`src/rtl/vid_pkg.sv`:
```
// Shared definitions for the horizontal video timing block: widths, register
// select codes and the blank/sync state encodings.
package vid_pkg;

  localparam int unsigned CW   = 11;
  localparam int unsigned NREG = 5;

  typedef enum logic [2:0] {
    SEL_HP  = 3'd0,
    SEL_HBB = 3'd1,
    SEL_HBE = 3'd2,
    SEL_HSS = 3'd3,
    SEL_HSE = 3'd4
  } reg_sel_e;

  typedef enum logic {
    ST_ACTIVE = 1'b0,
    ST_BLANK  = 1'b1
  } blank_state_e;

  typedef enum logic {
    ST_IDLE = 1'b0,
    ST_SYNC = 1'b1
  } sync_state_e;

endpackage

```
`src/rtl/vid_htiming_ctrl_if.sv`:
```
// CPU-side register bus of the horizontal timing block: write strobe/select/data
// and the combinational readback port.
interface vid_htiming_ctrl_if;
  import vid_pkg::*;

  logic          wr_en;
  logic [2:0]    wr_sel;
  logic [CW-1:0] wr_data;
  logic [2:0]    rd_sel;
  logic [CW-1:0] rd_data;

  modport master (output wr_en, wr_sel, wr_data, rd_sel, input rd_data);
  modport slave  (input wr_en, wr_sel, wr_data, rd_sel, output rd_data);

endinterface

```
`src/rtl/hcmp_reg.sv`:
```
// One programmable compare register: loads on its write enable and flags
// equality against the running pixel counter.
module hcmp_reg
  import vid_pkg::*;
(
  input  logic          clk,
  input  logic          rst,
  input  logic          we,
  input  logic [CW-1:0] wr_data,
  input  logic [CW-1:0] hcount,
  output logic [CW-1:0] value,
  output logic          match
);

  always_ff @(posedge clk) begin
    if (rst) begin
      value <= '0;
    end else if (we) begin
      value <= wr_data;
    end
  end

  // Compares against the stored value, so a same-cycle write only takes effect next cycle.
  assign match = (value == hcount);

endmodule

```
`src/rtl/vid_htiming_ctrl.sv`:
```
// Horizontal timing sequencer: free-running pixel counter, five compare
// registers, and registered hblank/hsync/line_end generation.
module vid_htiming_ctrl
  import vid_pkg::*;
(
  input  logic                 sys_clk,
  input  logic                 reset,
  input  logic                 ven,
  vid_htiming_ctrl_if.slave    reg_bus,
  output logic [CW-1:0]        hcount,
  output logic                 hblank,
  output logic                 hsync,
  output logic                 line_end
);

  logic [CW-1:0]   reg_val [NREG];
  logic [NREG-1:0] reg_we;
  logic [NREG-1:0] reg_match;

  blank_state_e blank_st;
  sync_state_e  sync_st;

  for (genvar i = 0; i < NREG; i++) begin : g_reg
    assign reg_we[i] = reg_bus.wr_en && (reg_bus.wr_sel == 3'(i));

    hcmp_reg u_hcmp_reg (
      .clk     (sys_clk),
      .rst     (reset),
      .we      (reg_we[i]),
      .wr_data (reg_bus.wr_data),
      .hcount  (hcount),
      .value   (reg_val[i]),
      .match   (reg_match[i])
    );
  end

  always_comb begin
    reg_bus.rd_data = '0;
    case (reg_bus.rd_sel)
      SEL_HP:  reg_bus.rd_data = reg_val[0];
      SEL_HBB: reg_bus.rd_data = reg_val[1];
      SEL_HBE: reg_bus.rd_data = reg_val[2];
      SEL_HSS: reg_bus.rd_data = reg_val[3];
      SEL_HSE: reg_bus.rd_data = reg_val[4];
      default: reg_bus.rd_data = '0;
    endcase
  end

  // Only an HP match restarts the line; the natural 2047->0 rollover is not a line end.
  always_ff @(posedge sys_clk) begin
    if (reset || !ven) begin
      hcount   <= '0;
      line_end <= 1'b0;
      blank_st <= ST_BLANK;
      hblank   <= 1'b1;
      sync_st  <= ST_IDLE;
      hsync    <= 1'b0;
    end else begin
      line_end <= reg_match[SEL_HP];
      hcount   <= reg_match[SEL_HP] ? '0 : hcount + 1'b1;

      case (blank_st)
        ST_BLANK:  if (reg_match[SEL_HBE]) begin
                     blank_st <= ST_ACTIVE;
                     hblank   <= 1'b0;
                   end
        ST_ACTIVE: if (reg_match[SEL_HBB]) begin
                     blank_st <= ST_BLANK;
                     hblank   <= 1'b1;
                   end
        default:   begin
                     blank_st <= ST_BLANK;
                     hblank   <= 1'b1;
                   end
      endcase

      case (sync_st)
        ST_IDLE: if (reg_match[SEL_HSS]) begin
                   sync_st <= ST_SYNC;
                   hsync   <= 1'b1;
                 end
        ST_SYNC: if (reg_match[SEL_HSE]) begin
                   sync_st <= ST_IDLE;
                   hsync   <= 1'b0;
                 end
        default: begin
                   sync_st <= ST_IDLE;
                   hsync   <= 1'b0;
                 end
      endcase
    end
  end

endmodule
```
`src/flat_wrapper.sv`:
```
// flat-port wrapper written by rule: the top's interface ports become plain ports
module vid_htiming_ctrl_flat import vid_pkg::*;
  (sys_clk, reset, ven, hcount, hblank, hsync, line_end, reg_bus_wr_en, reg_bus_wr_sel, reg_bus_wr_data, reg_bus_rd_sel, reg_bus_rd_data);
  vid_htiming_ctrl_if reg_bus_i ();
  input  logic sys_clk;
  input  logic reset;
  input  logic ven;
  output logic [CW-1:0] hcount;
  output logic hblank;
  output logic hsync;
  output logic line_end;
  input wire logic [$bits(reg_bus_i.wr_en)-1:0] reg_bus_wr_en;
  input wire logic [$bits(reg_bus_i.wr_sel)-1:0] reg_bus_wr_sel;
  input wire logic [$bits(reg_bus_i.wr_data)-1:0] reg_bus_wr_data;
  input wire logic [$bits(reg_bus_i.rd_sel)-1:0] reg_bus_rd_sel;
  output wire logic [$bits(reg_bus_i.rd_data)-1:0] reg_bus_rd_data;
  assign reg_bus_i.wr_en = reg_bus_wr_en;
  assign reg_bus_i.wr_sel = reg_bus_wr_sel;
  assign reg_bus_i.wr_data = reg_bus_wr_data;
  assign reg_bus_i.rd_sel = reg_bus_rd_sel;
  assign reg_bus_rd_data = reg_bus_i.rd_data;
  vid_htiming_ctrl u_core (.sys_clk(sys_clk), .reset(reset), .ven(ven), .reg_bus(reg_bus_i), .hcount(hcount), .hblank(hblank), .hsync(hsync), .line_end(line_end));
endmodule
```
`config.mk`:
```
export PLATFORM = sky130hd
export DESIGN_NAME = vid_htiming_ctrl_flat
export DESIGN_NICKNAME = d
export VERILOG_FILES = /design/src/rtl/vid_pkg.sv /design/src/rtl/vid_htiming_ctrl_if.sv /design/src/rtl/hcmp_reg.sv /design/src/rtl/vid_htiming_ctrl.sv /design/src/flat_wrapper.sv
export SDC_FILE = /design/constraint.sdc
export NUM_CORES = 1
export LEC_CHECK = 0
export BUFFER_PORTS_ARGS = -buffer_cell sky130_fd_sc_hd__buf_4
export CAP_MARGIN = 10
export CORE_ASPECT_RATIO = 1.5
export CORE_MARGIN = 2
export CORE_UTILIZATION = 47
export CTS_CLUSTER_DIAMETER = 200
export DETAILED_ROUTE_END_ITERATION = 16
export GPL_ROUTABILITY_DRIVEN = 0
export MAX_ROUTING_LAYER = met4
export PLACE_DENSITY = 0.67
export RECOVER_POWER = 50
export SLEW_MARGIN = 0
export SYNTH_ARGS = -nofsm -noshare
export SYNTH_HDL_FRONTEND = slang
export SYNTH_SLANG_ARGS = --single-unit
```
`constraint.sdc`:
```
create_clock -name sys_clk -period 1.9 [get_ports sys_clk]
set_input_delay 0.285 -clock sys_clk [delete_from_list [all_inputs] [get_ports sys_clk]]
set_output_delay 0.285 -clock sys_clk [all_outputs]
set_load 0.02 [all_outputs]
```
==> metrics.md, run 1 <==
| Metric | Value |
|---|---|
| Slew Viols, Final | 0 |
| RSZ-0062 raised after global routing | no |
| Starting Density | 0.481 |
| WP data required | 2.13 ns |
| Reg-to-reg endpoint | u_core.hsync |
| Post-synthesis cell type count | 33 |
| First-pass GRT wire length | 17.0 mm |
| WS Path Type | register to register |
| Reg-to-Reg Start | u_core.hcount[7] |
| Vias in the first global route | 3,233 |
| Post-CTS Setup Repair Bufs | 0 |
| CTS root buf | clkbuf_16 |
| Global route hottest layer | met2 |
| CP Cell Sequence | xor2_2 > nor4_2 > nand3_1 > a311o_1 |
| Post-route ant nets | 0 |
| Max Fclk | 558 MHz |
| Post-layout nets | 533 |
| Worst-margin pin slew | 0.623 ns |
| Grt total ovfl | 0 |
| Pre-CTS setup slack | about 0.13 ns |
| P&R area growth vs syn | 18.2% |
| Status | finished clean |
| Final antenna diode count | 0 |
| Crit path largest cell delay | 0.62 ns |
| DRC | 0 |
| DIE HEIGHT | 112 um |
| CP Max Fanout | 6 |
| Post-Synthesis Net Count | about 500 |
| Non-filler cells, final | 617 |
| Router iterations before antenna repair | 5 |
| Setup Skew | 0.00599 ns |
| H-tree Lvls | 3 |
| Routing usage on met3 | 0.0523 |
| CP endpoint | u_core.hsync |
| Number of port buffers | 45 |
| CTS tree | done |
| LEAKAGE | 0.00166 uW |
| Post-CTS resize count | 0 |
| Largest net degree at the start of global routing | 56 |
| Worst rel slew slack | 0.585 |
| Drt total wl | about 11 mm |
| Die Area | between 0.008 and 0.009 mm^2 |
| Vias | roughly 3,400 |
| Fin crit share | 0.943 |
| Antenna violations before repair | 0 |
| Reg2reg setup slack | 0.11 ns |
| DR WL/cell | 17.7 um |
| Power per cell area | 788 mW/mm^2 |
| Synth Area per Inst | between 7 and 8 um^2 |
| Total power | 3410 uW |
| Initial DRC count | 244 |
| #FFs+latches synth | slightly above 70 |
| Worst-Skew Late Latency | around 0.34 ns |
| Synth Cell Area | around 0.0037 mm^2 |
| CP max-delay cell | dfxtp_1 |
| CTS max path bufs | 2 |
| HP Class | input pin to register |
| Setup TNS | 0 ns |
| DP Cell Count | between 600 and 700 |
| Final setup margin | 0.108 ns |
| Hold-fix buffer count after cts | 0 |
| Num Clock Sinks | 71 |
| Core ar. | 0.00761 mm^2 |
| GR Util All Layers | 0.273 |
| Io pins | 46 |
| Final setup fails | 0 |
| Final Util | 0.568 |
| Share of post-route cells with drive strength above 1 | 0.142 |
| Max VDD drop | 484 uV |
| GR Util met2 | 0.473 |
| Floorplan row count | 39 |
| Detailed Place HPWL | 8.03 mm |
| Tmin final | about 1.8 ns |
| Hold Path Cell Cnt | 3 |
| CTS Buf Count | 9 |
| Chip width | roughly 76 um |
| Final Hold Violating Endpoints | 0 |
| CP arrival | 2.02 ns |
| Startpoint types | register |
| Yosys warning count | 0 |
| R2r worst-path depth | 4 |
| Average via count per standard cell | 5.52 |
| Critical Path Source | u_core.hcount[7] |
| Clock slew at the register clock pins of the worst setup and hold paths | 0.05 ns |
| Max-cap violation count | 0 |
| Sequential share of the synthesized area | 0.388 |
| Global-route met1 utilization | 0.302 |
| CP Capture Type | register |
| Synth Instances | between 400 and 500 |
## power breakdown
group          switching [uW]  internal, uW  total [uW]  leakage [uW]
combinational             209           128         337      0.000961
clock                     592           910        1500      0.000127
sequential               38.7          1530        1570      0.000575
## metal layers
layer | up-vias | share of wire
li1 | 1653 | -
met1 | 1586 | 0.39
met2 | 136 | 0.52
met3 | 29 | 0.057
met4 | 0 | 0.039
met5 | - | 0
## cells in the mapped netlist
library cell,instances,area (um^2)
nand4_1,9,56.3
o31ai_1,1,7.51
o211ai_1,2,15.0
nor2b_1,4,25.0
clkbuf_1,16,60.1
buf_2,14,70.1
o22ai_1,11,68.8
mux2i_1,11,110
dfxtp_1,71,1420
and3_1,2,12.5
a31o_2,1,8.76
nor4_2,2,25.0
buf_6,2,22.5
nor3_1,7,35.0
nor4_1,5,31.3
a21oi_1,65,325
inv_1,5,18.8
buf_4,3,22.5
nand2_1,117,439
a311o_1,1,10.0
and2_1,2,12.5
xor2_2,1,16.3
a22oi_1,10,75.1
xnor2_1,41,359
a31oi_1,2,12.5
nor2_2,1,6.26
buf_1,2,7.51
nand3b_1,3,22.5
and3b_1,2,17.5
nand3_1,8,40.0
xor2_1,22,193
nor2_1,27,101
ha_1,1,12.5
## cell families after synthesis
| family | Yosys count | share of synthesized area |
|---|---|---|
| fa+ha+maj | 1 | 0.00342 |
| simple gates | 189 | 0.225 |
| mux | 11 | 0.0301 |
| compound gates | 93 | 0.143 |
| xor+xnor | 64 | 0.155 |
| flops | 71 | 0.388 |
| buf+inv | 42 | 0.0550 |
## sequential cells by signal (all words and copies together) (netlist names)
register,count
u_core.g.u_hcmp_reg.value,55
u_core.blank_st,1
u_core.hcount,11
u_core.sync_st,1
u_core.hsync,1
u_core.line_end,1
u_core.hblank,1
## worst min-delay path by stage
stage	from	endpoint	slack, ns
floorplan	reg_bus_wr_data[0]	u_core.g_reg[0].u_hcmp_reg.value[0]	0.42
finish	reg_bus_wr_data[1]	u_core.g_reg[0].u_hcmp_reg.value[1]	0.23
global route	reg_bus_wr_data[0]	u_core.g_reg[0].u_hcmp_reg.value[0]	0.23
CTS	reg_bus_wr_data[1]	u_core.g_reg[0].u_hcmp_reg.value[1]	0.22
detailed placement	u_core.g_reg[1].u_hcmp_reg.value[0]	u_core.g_reg[1].u_hcmp_reg.value[0]	0.48
global placement	u_core.g_reg[2].u_hcmp_reg.value[6]	u_core.g_reg[2].u_hcmp_reg.value[6]	0.47
## cell type report
type                            count  area, um^2
Clock inverter                      1        5.00
Sequential cell                    71        1420
Multi-Input combinational cell    358        2040
Timing Repair Buffer               66         462
Inverter                            5        18.8
Clock buffer                       14         254
Fill cell                         776        3290
Tap cell                          102         128
## through the flow
stage               area, um^2  hold slack (ns)
floorplan                 3660            0.421
global placement          4100            0.469
detailed placement        4100            0.476
CTS                       4360            0.225
global route              4330            0.229
finish                    4330            0.228
## worst max-delay path, delay by kind of cell, from the launching register on
| kind | cells | cell delay [ns] |
|---|---|---|
| DFF | 1 | 0.62 |
| AOI/OAI and AO/OA | 1 | 0.40 |
| xor gates and xnor gates | 1 | 0.13 |
| and+or+nand+nor | 2 | 0.52 |
## placed cells by master (no fill, tap or decap), drive strengths merged, types with 2 or more instances in the layout
cell type / Yosys / routed
clkbuf: 16 / 23
nand2: 117 / 117
xor2: 23 / 23
a31oi: 2 / 2
nand4: 9 / 9
and3b: 2 / 2
nor3: 7 / 7
inv: 5 / 5
nor4: 7 / 7
nand3: 8 / 8
o22ai: 11 / 11
and2: 2 / 2
a22oi: 10 / 10
mux2i: 11 / 11
dfxtp: 71 / 71
and3: 2 / 2
buf: 21 / 57
nor2b: 4 / 4
a21oi: 65 / 65
nand3b: 3 / 3
o211ai: 2 / 2
nor2: 28 / 28
xnor2: 41 / 41
No activity file was read; power rests on OpenSTA's default activity.
==> inputs of run 2 (changes only) <==
--- a/config.mk
+++ b/config.mk
@@ -5,6 +5,7 @@
 export SDC_FILE = /design/constraint.sdc
 export NUM_CORES = 1
 export LEC_CHECK = 0
+export ABC_AREA = 1
 export BUFFER_PORTS_ARGS = -buffer_cell sky130_fd_sc_hd__buf_4
 export CAP_MARGIN = 10
 export CORE_ASPECT_RATIO = 1.5
==> run 2 against run 1 <==
Non-clock buffer count is 4 lower; synthesized cell count is 14% higher; cell area is 2.7% higher; first-iteration DRC count is 6.1% higher; sequential power hardly changed; via count is 7.3% higher; flip-flop and latch count stayed put; critical path depth is 3 higher; clock skew hardly changed; clock power is 11% higher; critical path type unchanged; largest cell class unchanged.
==> metrics.md, run 2 <==
| Metric | Value |
|---|---|
| Post-synth EDFFs | 0 (unchanged) |
| WS Path Type | register to register |
| Grt total ovfl | 0 (unchanged) |
| Final setup fails | 0 (unchanged) |
| Initial DRC count | 259 (+6.1%) |
| Final setup margin | 0.162 ns (+0.0538 ns) |
| P&R area growth vs syn | 17.5% |
| Post-route ant nets | 0 (unchanged) |
| WP data required | 2.13 ns (about the same) |
| Io pins | 46 (unchanged) |
| Number of port buffers | 45 (unchanged) |
| H-tree Lvls | 3 (unchanged) |
| CP max-delay cell | dfxtp_1 |
| CTS tree | done |
| Detailed Place HPWL | 8.72 mm (+8.6%) |
| LEAKAGE | 0.00182 uW (+9.5%) |
| Final Util | 0.562 (-0.00635) |
| Fin crit share | 0.915 (-0.0283) |
| Top post-synthesis cells by area | dfxtp_1, nand2_1, o21ai_0 |
| Largest net degree at the start of global routing | 24 (-57%) |
| Floorplan row count | 40 (+2.6%) |
| Vias | 3,653 (+7.3%) |
| Final antenna diode count | 0 (unchanged) |
| DRC | 0 (unchanged) |
| #FFs+latches synth | 71 (unchanged) |
| Vias in the first global route | 3,522 (+8.9%) |
| Slew Viols, Final | 0 (unchanged) |
| Share of post-route cells with drive strength above 1 | 0.155 (+0.0135) |
| Crit path largest cell delay | 0.67 ns (+0.05 ns) |
| Pre-CTS setup slack | 0.195 ns (+0.0610 ns) |
| Post-layout nets | 603 (+13%) |
| CP Cell Sequence | inv_1 > o22ai_1 > nor2_1 > nand2_1 > nor2_1 > a21oi_1 > nand2_1 |
| Final Hold Violating Endpoints | 0 (unchanged) |
| Drt total wl | 11.2 mm (+2.8%) |
| Filler Cells Inserted | 823 (+6.1%) |
| Most frequent cells in the layout | nand2_1, nor2_1, dfxtp_1, o21ai_0, inv_1 |
| Commonest cells in the netlist | nand2_1, nor2_1, dfxtp_1 |
| Status | finished clean |
| Reg with most FFs | u_core.g.u_hcmp_reg.value |
| Hold_ws | 0.252 ns (+0.0242 ns) |
| Post-synthesis cell type count | 33 (unchanged) |
| Num Clock Sinks | 71 (unchanged) |
| Core ar. | 0.00791 mm^2 (+3.9%) |
| Most common cell in the netlist | nand2_1 |
| Post-Synthesis Net Count | 557 (+13%) |
| Commonest non-fill, non-tap cell in the layout | nand2_1 |
| Max-cap violation count | 0 (unchanged) |
| Synth Area per Inst | 7.07 um^2 (-9.0%) |
| Sw frac | 0.255 (+0.00867) |
| Area share of the largest cell type after synthesis | 0.376 (-0.0125) |
| Die Area | 0.00880 mm^2 (+3.2%) |
| Logic pwr share | 0.116 (+0.017) |
| Async S/R FF share, synth | 0 (unchanged) |
| CTS max path bufs | 2 (unchanged) |
| Sequential share of the synthesized area | 0.376 (-0.0125) |
| Worst-margin pin slew | 0.873 ns (+0.250 ns) |
| CP Capture Type | register |
| CP top delay family | flip-flops |
| CTS root buf | clkbuf_16 |
| Max Fclk | 575 MHz (+3.1%) |
| Seq pwr share | 0.432 (-0.028) |
| CP arrival | 1.96 ns (-0.06 ns) |
| Starting Density | 0.478 (-0.00261) |
| Synth Cell Area | 0.00378 mm^2 (+3.3%) |
| Switching pwr | 941 uW (+12%) |
| Router iterations before antenna repair | 5 (unchanged) |
| DIE HEIGHT | 114 um (+1.6%) |
| Setup TNS | 0 ns (unchanged) |
| Leading area contributor after synthesis | dfxtp_1 |
| Largest register FFs | 55 (unchanged) |
| First-pass GRT wire length | 18.1 mm (+6.1%) |
| GR Util All Layers | 0.276 (+0.00283) |
| Setup Skew | 0.00561 ns (-0.000380 ns) |
| Startpoint types | register |
| Clock power frac | 0.452 (+0.011) |
| Worst-Skew Late Latency | 0.33 ns (about the same) |
| Ys flop type | dfxtp_1 |
| Total power | 3690 uW (+8.3%) |
| Chip width | 77.2 um (+1.6%) |
| Power per cell area | 830 mW/mm^2 (+5.4%) |
| CTS Buf Count | 9 (unchanged) |
| Average via count per standard cell | 5.29 (-4.2%) |
| RSZ-0062 raised after global routing | no |
| DR WL/cell | 16.2 um (-8.2%) |
| CP Max Fanout | 9 (+3) |
| Worst rel slew slack | 0.418 (-0.166) |
| Synth Instances | 535 (+14%) |
| Hold-fix buffer count after cts | 0 (unchanged) |
| Biggest regs | u_core.g.u_hcmp_reg.value x55, u_core.hcount x11 |
| Internal power | 2750 uW (+7.0%) |
| HP Class | input pin to register |
| Clock slew at the register clock pins of the worst setup and hold paths | 0.05 ns (about the same) |
| Antenna violations before repair | 0 (unchanged) |
| Buf+Inv Stages, Crit Path | 1 (+1) |
| Post-CTS resize count | 0 (unchanged) |
| Post-CTS Setup Repair Bufs | 0 (unchanged) |
| Yosys warning count | 0 (unchanged) |
| Max VDD drop | 472 uV (-2.4%) |
| Tmin final | 1.74 ns (-0.0538 ns) |
==> run 2: worst min-delay path, stage by stage <==
cell     delay [ns]
buf_4          0.11
o21ai_0        0.08
nor2_1         0.07
==> run 2: cell families (layout without fill, tap and decap cells) <==
| family | Yosys count | after routing | share of synthesized area |
|---|---|---|---|
| AND/OR/NAND/NOR | 223 | 223 | 0.258 |
| flip-flops | 71 | 71 | 0.376 |
| adder cells (fa/ha/maj) | 1 | 1 | 0.00331 |
| buffers and inverters | 85 | 136 | 0.106 |
| AO/OA/AOI/OAI | 118 | 118 | 0.167 |
| XOR/XNOR | 37 | 37 | 0.0896 |
==> run 2: area by class of cell <==
cell class              instances  area [um^2]  area share
flip-flops and latches         71         1420       0.320
clock buffers                  12          246      0.0555
clock inverters                 4         45.0      0.0101
inverters                      58          220      0.0495
repair buffers                 62          428      0.0963
multi-input cells             379         1950       0.439
well taps                     105          131      0.0296
==> run 2: worst paths after layout <==
check        slack (ns)  cells past startpoint                                   to          startpoint
max                0.16                      7                        u_core.hblank    u_core.hcount[2]
min reg2reg        0.46                      2                         u_core.hsync        u_core.hsync
max reg2reg        0.16                      7                        u_core.hblank    u_core.hcount[2]
min                0.25                      3  u_core.g_reg[1].u_hcmp_reg.value[5]  reg_bus_wr_data[5]
==> run 2: layer usage <==
| metal | vias to the layer above | share of wire | track usage |
|---|---|---|---|
| met1 | 1718 | 0.40 | 0.307 |
| met3 | 19 | 0.045 | 0.0427 |
| met2 | 99 | 0.53 | 0.474 |
| li1 | 1817 | - | - |
| met4 | 0 | 0.031 | 0.145 |
| met5 | - | 0 | - |
==> run 2: power by group through the flow <==
stage	Clock, uW	Combinational, uW	Sequential (uW)
6_report	1670	429	1590
3_3_place_gp	0	430	1620
4_1_cts	1680	438	1590
3_5_place_dp	0	436	1620
2_1_floorplan	0	273	1620
5_1_grt	1740	476	1600
==> run 2: metrics by stage <==
stage / instance area (um^2) / instances
after floorplan: 3780 / 535
after global placement: 4200 / 675
after detailed placement: 4200 / 675
after CTS: 4490 / 691
after global routing: 4440 / 691
final: 4440 / 691
==> inputs of run 3 (changes only) <==
--- a/config.mk
+++ b/config.mk
@@ -6,16 +6,15 @@
 export NUM_CORES = 1
 export LEC_CHECK = 0
 export ABC_AREA = 1
-export BUFFER_PORTS_ARGS = -buffer_cell sky130_fd_sc_hd__buf_4
 export CAP_MARGIN = 10
 export CORE_ASPECT_RATIO = 1.5
 export CORE_MARGIN = 2
 export CORE_UTILIZATION = 47
 export CTS_CLUSTER_DIAMETER = 200
 export DETAILED_ROUTE_END_ITERATION = 16
+export DONT_BUFFER_PORTS = 1
 export GPL_ROUTABILITY_DRIVEN = 0
 export MAX_ROUTING_LAYER = met4
-export PLACE_DENSITY = 0.67
 export RECOVER_POWER = 50
 export SLEW_MARGIN = 0
 export SYNTH_ARGS = -nofsm -noshare
==> run 3 against run 2 <==
Flip-flop and latch count is the same; sequential power is essentially flat; non-clock buffer count shrank 30; clock-buffer cell count grew 1; critical path type is now register to output port; largest cell class unchanged; largest power group unchanged.
==> metrics.md, run 3 (synthesized netlist as in run 2, its figures left out) <==
| Metric | Value |
|---|---|
| Status | finished clean |
| CP Capture Type | output port |
| Number of port buffers | 0 (-100%) |
| Max VDD drop | 566 uV (+20%) |
| Worst rel slew slack | 0.358 (-0.0603) |
| P&R area growth vs syn | 12.6% |
| CTS tree | done |
| CTS Buf Count | 9 (unchanged) |
| Chip width | 77.2 um (unchanged) |
| Average via count per standard cell | 5.30 (+0.25%) |
| Clock slew at the register clock pins of the worst setup and hold paths | 0.06 ns (about the same) |
| Worst-margin pin slew | 0.963 ns (+0.0905 ns) |
| Vias | 3,503 (-4.1%) |
| Share of post-route cells with drive strength above 1 | 0.122 (-0.0330) |
| Most frequent cells in the layout | nand2_1, nor2_1, dfxtp_1, o21ai_0, inv_1 |
| Post-layout nets | 573 (-5.0%) |
| Filler Cells Inserted | 850 (+3.3%) |
| Total power | 3690 uW (about the same) |
| Setup TNS | 0 ns (unchanged) |
| HP Class | input pin to register |
| Post-route ant nets | 0 (unchanged) |
| Startpoint types | register |
| DR WL/cell | 17.0 um (+4.8%) |
| Crit path largest cell delay | 0.34 ns (-0.33 ns) |
| CTS root buf | clkbuf_16 |
| CTS max path bufs | 2 (unchanged) |
| DIE HEIGHT | 114 um (unchanged) |
| WP data required | 1.62 ns (-0.51 ns) |
| Hold-fix buffer count after cts | 0 (unchanged) |
| Worst-Skew Late Latency | 0.34 ns (about the same) |
| Io pins | 46 (unchanged) |
| Final setup margin | 0.216 ns (+0.0538 ns) |
| Fin crit share | 0.886 (-0.0283) |
| DP Cell Count | 645 (-4.4%) |
| Antenna violations before repair | 0 (unchanged) |
| Vias in the first global route | 3,526 (+0.11%) |
| Pre-CTS setup slack | 0.246 ns (+0.0511 ns) |
| WS Path Type | register to output port |
| Drt total wl | 11.2 mm (+0.25%) |
| Die Area | 0.00880 mm^2 (unchanged) |
| Slew Viols, Final | 0 (unchanged) |
| Final antenna diode count | 0 (unchanged) |
| Grt total ovfl | 0 (unchanged) |
| Core ar. | 0.00791 mm^2 (unchanged) |
| Largest register FFs | 55 (unchanged) |
| Starting Density | 0.478 (unchanged) |
| Final setup fails | 0 (unchanged) |
| Initial DRC count | 229 (-12%) |
| Max-cap violation count | 0 (unchanged) |
| LEAKAGE | 0.00170 uW (-6.4%) |
| CP most frequent cell | o21ai_0 |
| Floorplan row count | 40 (unchanged) |
| CP arrival | 1.40 ns (-0.56 ns) |
| Post-CTS resize count | 0 (unchanged) |
| DRC | 0 (unchanged) |
| Num Clock Sinks | 71 (unchanged) |
| Biggest regs | u_core.g.u_hcmp_reg.value x55, u_core.hcount x11 |
| Reg with most FFs | u_core.g.u_hcmp_reg.value |
| Detailed Place HPWL | 8.75 mm (+0.38%) |
| CP Cell Sequence | nand3_1 > o21ai_0 > a221oi_1 > o21ai_0 > buf_4 |
| Final Hold Violating Endpoints | 0 (unchanged) |
| Commonest non-fill, non-tap cell in the layout | nand2_1 |
| Largest net degree at the start of global routing | 44 (+83%) |
| RSZ-0062 raised after global routing | no |
| Router iterations before antenna repair | 6 (+1) |
| Buf+Inv Stages, Crit Path | 1 (unchanged) |
| H-tree Lvls | 3 (unchanged) |
| CP top delay family | compound AO/OA/AOI/OAI gates |
| CP Max Fanout | 3 (-6) |
| GR Util All Layers | 0.282 (+0.00651) |
| Power per cell area | 867 mW/mm^2 (+4.4%) |
| Hold_ws | 0.111 ns (-0.141 ns) |
| Post-CTS Setup Repair Bufs | 0 (unchanged) |
| Max Fclk | 594 MHz (+3.2%) |
| CP max-delay cell | dfxtp_1 |
| First-pass GRT wire length | 18.3 mm (+1.1%) |
| Setup Skew | 0.00337 ns (-0.00224 ns) |
| Non-filler cells, final | 661 (-4.3%) |
| Tmin final | 1.68 ns (-0.0538 ns) |
[run 3: cell count changes in the layout (fill, tap and decap cells not counted), sizes merged]
cell	previous run	this run
buf	51	28
clkbuf	23	17
clkinv	4	3
[run 3: final timing paths]
check             cells past startpoint                                 from                             endpoint  slack (ns)
setup reg to reg                      6                     u_core.hcount[0]                         u_core.hsync        0.22
hold / removal                        2                   reg_bus_wr_data[2]  u_core.g_reg[4].u_hcmp_reg.value[2]        0.11
setup / recovery                      5  u_core.g_reg[4].u_hcmp_reg.value[2]                   reg_bus_rd_data[2]        0.22
hold reg to reg                       2                      u_core.blank_st                      u_core.blank_st        0.48
[run 3: layout make-up]
type,count,area (um^2),area share
Multi-Input combinational cell,379,1950,0.458
Sequential cell,71,1420,0.334
Clock buffer,13,270,0.0634
Timing Repair Buffer,32,225,0.0529
Inverter,58,220,0.0517
Tap cell,105,131,0.0308
Clock inverter,3,40.0,0.00940
[run 3: power by group]
part	switching, uW	total (uW)	internal [uW]
Sequential	59.6	1600	1540
Combinational	224	349	126
Clock	620	1740	1120
[run 3: layer usage]
metal / track usage / part of all wire / vias to the layer above
met4: 0.138 / 0.038 / 0
met3: 0.0625 / 0.062 / 26
li1: - / - / 1760
met5: - / 0 / -
met1: 0.323 / 0.40 / 1608
met2: 0.466 / 0.50 / 109
[run 3: metrics by stage]
stage	utilization	instance area, um^2
floorplan	-	3780
global placement	0.502	3970
detailed placement	0.502	3970
CTS	0.542	4280
global route	0.539	4260
finish	0.539	4260
